--- src/rtl/mole_game_pkg.sv ---
// Shared types and constants for the whack-a-mole game core.
package mole_game_pkg;

  typedef enum logic [1:0] {
    IDLE   = 2'd0,
    SPAWN  = 2'd1,
    ACTIVE = 2'd2,
    OVER   = 2'd3
  } mg_state_t;

  // Fibonacci taps 16,14,13,11 expressed as a mask over q[15:0]
  localparam logic [15:0] LFSR_TAPS = 16'hB400;

  function automatic logic [15:0] lfsr_next(input logic [15:0] q);
    return {q[14:0], ^(q & LFSR_TAPS)};
  endfunction

endpackage

--- src/rtl/mg_lfsr16.sv ---
// Free-running 16-bit Fibonacci LFSR used to pick the next mole hole.
module mg_lfsr16
  import mole_game_pkg::*;
#(
  parameter logic [15:0] SEED = 16'hACE1
) (
  input  logic        clk,
  input  logic        rst_n,
  output logic [15:0] q
);

  always_ff @(posedge clk or negedge rst_n) begin
    if (!rst_n) begin
      q <= SEED;
    end else begin
      q <= lfsr_next(q);
    end
  end

endmodule

--- src/rtl/mole_game_engine.sv ---
// Whack-a-mole game core: spawns timed moles, scores edge-qualified hits,
// counts misses and applies an accumulating per-hole penalty lockout.
module mole_game_engine
  import mole_game_pkg::*;
#(
  parameter int          NUM_HOLES   = 8,
  parameter int          SCORE_W     = 8,
  parameter int          GAME_CYCLES = 15_000_000,
  parameter int          MOLE_CYCLES = 500_000,
  parameter int          LOCK_CYCLES = 1_000_000,
  parameter logic [15:0] LFSR_SEED   = 16'hACE1
) (
  input  logic                 clk,
  input  logic                 rst_n,
  input  logic                 start,
  input  logic [NUM_HOLES-1:0] btn,
  input  logic [1:0]           level,
  output logic [NUM_HOLES-1:0] mole,
  output logic [NUM_HOLES-1:0] lockout,
  output logic [SCORE_W-1:0]   score,
  output logic [SCORE_W-1:0]   misses,
  output logic                 game_over,
  output logic [1:0]           state_o
);

  localparam int IDX_W  = $clog2(NUM_HOLES);
  localparam int GAME_W = $clog2(GAME_CYCLES + 1);
  localparam int MOLE_W = $clog2(MOLE_CYCLES + 1);
  localparam int LOCK_W = $clog2(LOCK_CYCLES + 1);

  mg_state_t state, state_d;

  logic                 start_q;
  logic [NUM_HOLES-1:0] btn_q;
  logic [NUM_HOLES-1:0] mole_d, lockout_d;
  logic [SCORE_W-1:0]   score_d, misses_d, score_inc, misses_inc;
  logic [GAME_W-1:0]    game_t, game_d;
  logic [MOLE_W-1:0]    mole_t, mole_t_d;
  logic [LOCK_W-1:0]    lock_t, lock_t_d;
  logic [IDX_W-1:0]     prev, prev_d, cand;
  logic [15:0]          lfsr_q;
  logic                 unused_lfsr;

  logic                 start_rise, hit, wrong, game_exp, mole_exp, cand_ok;
  logic                 go_over, do_restart;
  logic [NUM_HOLES-1:0] press, wrong_bits;

  mg_lfsr16 #(.SEED(LFSR_SEED)) u_lfsr (
    .clk   (clk),
    .rst_n (rst_n),
    .q     (lfsr_q)
  );

  assign unused_lfsr = ^lfsr_q[15:IDX_W];

  assign start_rise = start & ~start_q;
  assign press      = btn & ~btn_q & ~lockout;
  assign hit        = |(press & mole);
  assign wrong_bits = press & ~mole;
  assign wrong      = |wrong_bits;

  // Timers expire on the cycle they would step from 1 to 0
  assign game_exp = (game_t <= GAME_W'(1));
  assign mole_exp = (mole_t <= MOLE_W'(1));

  assign cand    = lfsr_q[IDX_W-1:0];
  assign cand_ok = (int'(cand) < NUM_HOLES) && (cand != prev);

  assign score_inc  = (score == '1)  ? score  : score + 1'b1;
  assign misses_inc = (misses == '1) ? misses : misses + 1'b1;

  always_ff @(posedge clk or negedge rst_n) begin
    if (!rst_n) begin
      state   <= IDLE;
      start_q <= 1'b0;
      btn_q   <= '0;
      mole    <= '0;
      lockout <= '0;
      score   <= '0;
      misses  <= '0;
      game_t  <= '0;
      mole_t  <= '0;
      lock_t  <= '0;
      prev    <= '0;
    end else begin
      state   <= state_d;
      start_q <= start;
      btn_q   <= btn;
      mole    <= mole_d;
      lockout <= lockout_d;
      score   <= score_d;
      misses  <= misses_d;
      game_t  <= game_d;
      mole_t  <= mole_t_d;
      lock_t  <= lock_t_d;
      prev    <= prev_d;
    end
  end

  always_comb begin
    state_d    = state;
    mole_d     = mole;
    lockout_d  = lockout;
    score_d    = score;
    misses_d   = misses;
    game_d     = game_t;
    mole_t_d   = mole_t;
    lock_t_d   = lock_t;
    prev_d     = prev;
    go_over    = 1'b0;
    do_restart = 1'b0;

    // Lockout timer freezes in OVER so the all-ones mask stays put
    if (state != OVER && lock_t != '0) begin
      lock_t_d = lock_t - 1'b1;
      if (lock_t == LOCK_W'(1)) begin
        lockout_d = '0;
      end
    end

    if ((state == SPAWN || state == ACTIVE) && game_t != '0) begin
      game_d = game_t - 1'b1;
    end

    if (state == ACTIVE && mole_t != '0) begin
      mole_t_d = mole_t - 1'b1;
    end

    case (state)
      SPAWN: begin
        if (game_exp) begin
          go_over = 1'b1;
        end else if (start_rise) begin
          do_restart = 1'b1;
        end else if (cand_ok) begin
          mole_d   = NUM_HOLES'(1) << cand;
          prev_d   = cand;
          mole_t_d = MOLE_W'(MOLE_CYCLES >> level);
          state_d  = ACTIVE;
        end
      end
      ACTIVE: begin
        if (game_exp) begin
          go_over = 1'b1;
        end else if (start_rise) begin
          do_restart = 1'b1;
        end else if (hit) begin
          score_d = score_inc;
          mole_d  = '0;
          state_d = SPAWN;
        end else if (wrong) begin
          // A reload keeps every bit already locked, even on the expiry cycle
          misses_d  = misses_inc;
          lockout_d = lockout | wrong_bits;
          lock_t_d  = LOCK_W'(LOCK_CYCLES);
        end else if (mole_exp) begin
          misses_d = misses_inc;
          mole_d   = '0;
          state_d  = SPAWN;
        end
      end
      default: begin
        if (start_rise) begin
          do_restart = 1'b1;
        end
      end
    endcase

    if (go_over) begin
      state_d   = OVER;
      mole_d    = '0;
      lockout_d = '1;
    end

    if (do_restart) begin
      state_d   = SPAWN;
      mole_d    = '0;
      score_d   = '0;
      misses_d  = '0;
      lockout_d = '0;
      lock_t_d  = '0;
      game_d    = GAME_W'(GAME_CYCLES);
    end
  end

  assign game_over = (state == OVER);
  assign state_o   = state;

endmodule

--- config.mk ---
export PLATFORM = sky130hd
export DESIGN_NAME = mole_game_engine
export DESIGN_NICKNAME = d
export VERILOG_FILES = /design/src/rtl/mole_game_pkg.sv /design/src/rtl/mg_lfsr16.sv /design/src/rtl/mole_game_engine.sv
export SDC_FILE = /design/constraint.sdc
export NUM_CORES = 1
export LEC_CHECK = 0
export BUFFER_PORTS_ARGS = -buffer_cell sky130_fd_sc_hd__buf_2
export CORE_MARGIN = 4
export CORE_UTILIZATION = 25
export DETAILED_ROUTE_END_ITERATION = 6
export PLACE_DENSITY = 0.44
export REMOVE_ABC_BUFFERS = 1
export SYNTH_ARGS = -nofsm -noshare
export SYNTH_HDL_FRONTEND = slang
export SYNTH_SLANG_ARGS = --single-unit
export TNS_END_PERCENT = 1
--- constraint.sdc ---
create_clock -name clk -period 5.75 [get_ports clk]
set_input_delay 0.2875 -clock clk [delete_from_list [all_inputs] [get_ports clk]]
set_output_delay 0.2875 -clock clk [all_outputs]
set_load 0.01 [all_outputs]
==> impl_results.md <==
* Syn. warnings at 0
* Total CTS buffers at 17
* Finished Layout Cells at 998
* Clk_skew at 0.00939 ns
* CP max stage delay at 0.73 ns
* MaxCap Viol Count at 0
* Peak VDD IR at 0.000253 V
* CTS tree: built
* CTS resizes at 0
* Initial DRC count at 268
* RSZ-0062 raised after global routing: false
* Worst path required time at 6.07 ns
* Starting Density at 0.257
* RePlAce Congestion at 0.740
* Mapped Cells at 602
* Period utilization at 0.601
* Setup ws final at 2.30 ns
* Crit path time final at 3.45 ns
* Slowest-stage cell, CP: nor4_4
* LEAKAGE at 3.23 nW
* Placeable Area at 0.0246 mm²
* Reg-to-Reg End: lock_t[1]
* Post-DP Area at 0.00692 mm²
* Initial antenna violation count at 0
* DRC at 0
* Design Area, Final at 0.00759 mm²
* All-layer global routing usage at 0.110
* Layout area overhead at 19.9%
* Post-Syn Area at 0.00633 mm²
* Synthesized flop and latch total at 125
* Reg2Reg Depth at 7
* Final Max Slew Viols at 0
* Critical path arrival at 3.77 ns
* Net Sw Frac at 0.346
* Die area at 0.0279 mm²
* R2R Setup Slk at 2.30 ns
* Share of post-route cells with drive strength above 1 at 0.182
* Final wirelength at 14.7 mm
* Internal Dissipation at 0.00210 W
* Via density at 4.66
* GR Overflow Total at 0
* Site Rows at 57
* Synthesized area per cell at 10.5 µm²
* Vias in the first global route at 4798
* Most common cell on crit path: nand2_1
* Ys async rst share at 1.00
* Ys flop type: dfrtp_1
* Clock sink total at 125
* Input/output buffers at 47
* Setup TNS at 0 ns
* Die height at 167 µm
* # Post-CTS Setup Buffers at 0
* Final net count at 694
* Slew @ Worst Pin at 1.19 ns
* CTS clock-pin slew for the worst setup and hold paths at 0.06 ns
* Final setup vio count at 0
* WL/cell at 14.8 µm
* Seq pwr share at 0.371
* # H-tree levels at 4
* Dpl cells at 958
* Diodes inserted at 0
* Peak Freq at 0.289 GHz
* Largest net degree at the start of global routing at 70
* ANT nets after route at 0
* Max FO, Critical Path at 22
* Number of synthesized flops with an enable pin at 0
* Final hold viol count at 0
* First drt pass iteration count at 4
* Cells along the critical path: nor4_1 -> nand2_1 -> nor4_4 -> nand2b_1 -> buf_4 -> nand2_1 -> a211oi_1
* R2R Path Start: game_t[3]
* Distinct cells, synth at 69
* Deepest clock path buffer count at 2
* Net switching power at 0.00111 W
* Comb pwr share at 0.298
* Chip Width at 167 µm
* CP Launch Type: flip-flop
* P per Cell Area at 424 mW/mm²
* Vias after detailed routing at 4648
* Post-DP HPWL at 10.4 mm
* Critical setup path kind: reg -> reg
* IO Count at 48
* Clk network pwr share at 0.331
* Clk_lat worst skew at 0.42 ns
* Hold Crit Class: in -> async
* Crit. End Element: flip-flop
* Status: finished, final reports clean
* Fillers at 2521
* Post-synthesis sequential area ratio at 0.496
* DP Worst Slack at 2.27 ns
* First-pass GRT wire length at 25.2 mm
* CTS root buf: clkbuf_16
* Headroom to the max-slew limit at 0.208
-- sequential cells by signal, summed over array words and instances (netlist names) --
name	flops
lock_t	20
misses	8
mole	8
start_q	1
prev	3
btn_q	8
mole_t	19
game_t	24
score	8
state_o	2
u_lfsr.q	16
lockout	8
-- how the worst max path moves through the flow --
stage	from	end
2_1_floorplan	game_t[12]	lock_t[1]
3_3_place_gp	game_t[12]	lock_t[1]
3_5_place_dp	game_t[12]	lock_t[1]
4_1_cts	game_t[3]	lock_t[1]
5_1_grt	game_t[2]	lock_t[1]
6_report	game_t[3]	lock_t[1]
-- area by class of cell --
type / count / area [µm²] / area share
Clock inverter: 12 / 149 / 0.0196
Clock buffer: 20 / 437 / 0.0575
Multi-Input combinational cell: 439 / 3040 / 0.401
Tap cell: 324 / 405 / 0.0534
Sequential cell: 125 / 3140 / 0.414
Timing Repair Buffer: 58 / 340 / 0.0448
Inverter: 20 / 75.1 / 0.00989
-- per-layer routing --
metal	track usage	routed length [µm]	up-vias
met3	0.0302	675	15
met2	0.170	6700	73
met1	0.150	7160	2282
met4	0.0392	217	0
li1	-	-	2278
met5	0	0	-
-- what timing repair did --
item / CTS / global route
endpoints found under the hold margin: 8 / 0
hold buffers: 8 / 0
setup endpoints to repair: 0 / 0
-- cell families (layout without fill, tap and decap cells) --
group | Yosys count | in the layout | share of synthesized area
xor+xnor | 57 | 57 | 0.0789
simple gates | 263 | 263 | 0.228
compound gates | 73 | 73 | 0.0854
mux | 26 | 26 | 0.0476
flops | 125 | 125 | 0.496
buf+inv | 38 | 110 | 0.0247
fa+ha+maj | 20 | 20 | 0.0395
-- cell usage after synthesis, types with 2 or more instances --
master,instances,area share
a211oi_1,3,0.0036
ha_1,20,0.040
mux2i_1,14,0.022
inv_1,20,0.012
a21oi_1,25,0.020
nor4b_1,8,0.011
nor3_1,23,0.018
nand2_1,47,0.028
dfstp_2,8,0.033
xor2_1,13,0.018
or2_2,4,0.0040
nor4_4,2,0.0067
nand3_1,18,0.014
a31o_2,2,0.0028
o211ai_1,3,0.0036
nand3b_1,2,0.0024
a31oi_1,3,0.0030
and3_1,6,0.0059
or3_1,7,0.0069
or4_1,11,0.013
a21boi_0,8,0.0095
nor4bb_1,6,0.0095
and4_1,2,0.0028
and2_1,4,0.0040
or4_4,3,0.0053
buf_2,4,0.0032
clkbuf_1,12,0.0071
mux2_2,4,0.0071
o21ai_0,8,0.0063
dfrtp_1,117,0.46
nand2b_1,9,0.0089
nor4_1,27,0.027
nor3b_1,4,0.0047
nor2_1,62,0.037
mux2_4,7,0.017
xnor2_1,44,0.061
nand4_1,9,0.0089
nor2b_1,2,0.0020
-- critical path, delay by kind of cell, from the launching register on --
family | cells | cell delay (ns)
flip-flops | 1 | 0.41
buffers and inverters | 1 | 0.28
AND/OR/NAND/NOR | 5 | 2.38
AO/OA/AOI/OAI | 1 | 0.28
-- placed cells by master, fill, tap and decap left out, types with 4 or more instances in the layout --
master,instances
a21boi_0,8
a21oi_1,25
and2_1,4
and3_1,6
buf_2,46
buf_4,4
clkbuf_16,17
clkinv_2,4
clkinvlp_4,4
dfrtp_1,117
dfstp_2,8
dlygate4sd3_1,8
ha_1,20
inv_1,20
mux2_2,4
mux2_4,7
mux2i_1,14
nand2_1,47
nand2b_1,9
nand3_1,18
nand4_1,9
nor2_1,61
nor3_1,22
nor3b_1,4
nor4_1,27
nor4b_1,8
nor4bb_1,6
o21ai_0,8
or2_2,4
or3_1,7
or4_1,11
xnor2_1,44
xor2_1,13
-- through the flow --
| stage | hold slack [ns] | util | total power, W |
|---|---|---|---|
| after floorplan | -0.00809 | - | 0.00187 |
| after global placement | 0.336 | 0.281 | 0.00213 |
| after detailed placement | 0.337 | 0.281 | 0.00216 |
| after CTS | 0.0398 | 0.308 | 0.00326 |
| after global routing | 0.0451 | 0.308 | 0.00343 |
| final | 0.00403 | 0.308 | 0.00322 |
-- power by group through the flow --
stage	clock [W]	sequential, W	combinational [W]
after floorplan	0	0.00118	0.000687
after global placement	0	0.00119	0.000938
after detailed placement	0	0.00121	0.000957
after CTS	0.00110	0.00119	0.000968
after global routing	0.00114	0.00122	0.00108
final	0.00107	0.00119	0.000958
Note: power is estimated with default switching activity, not from simulation.
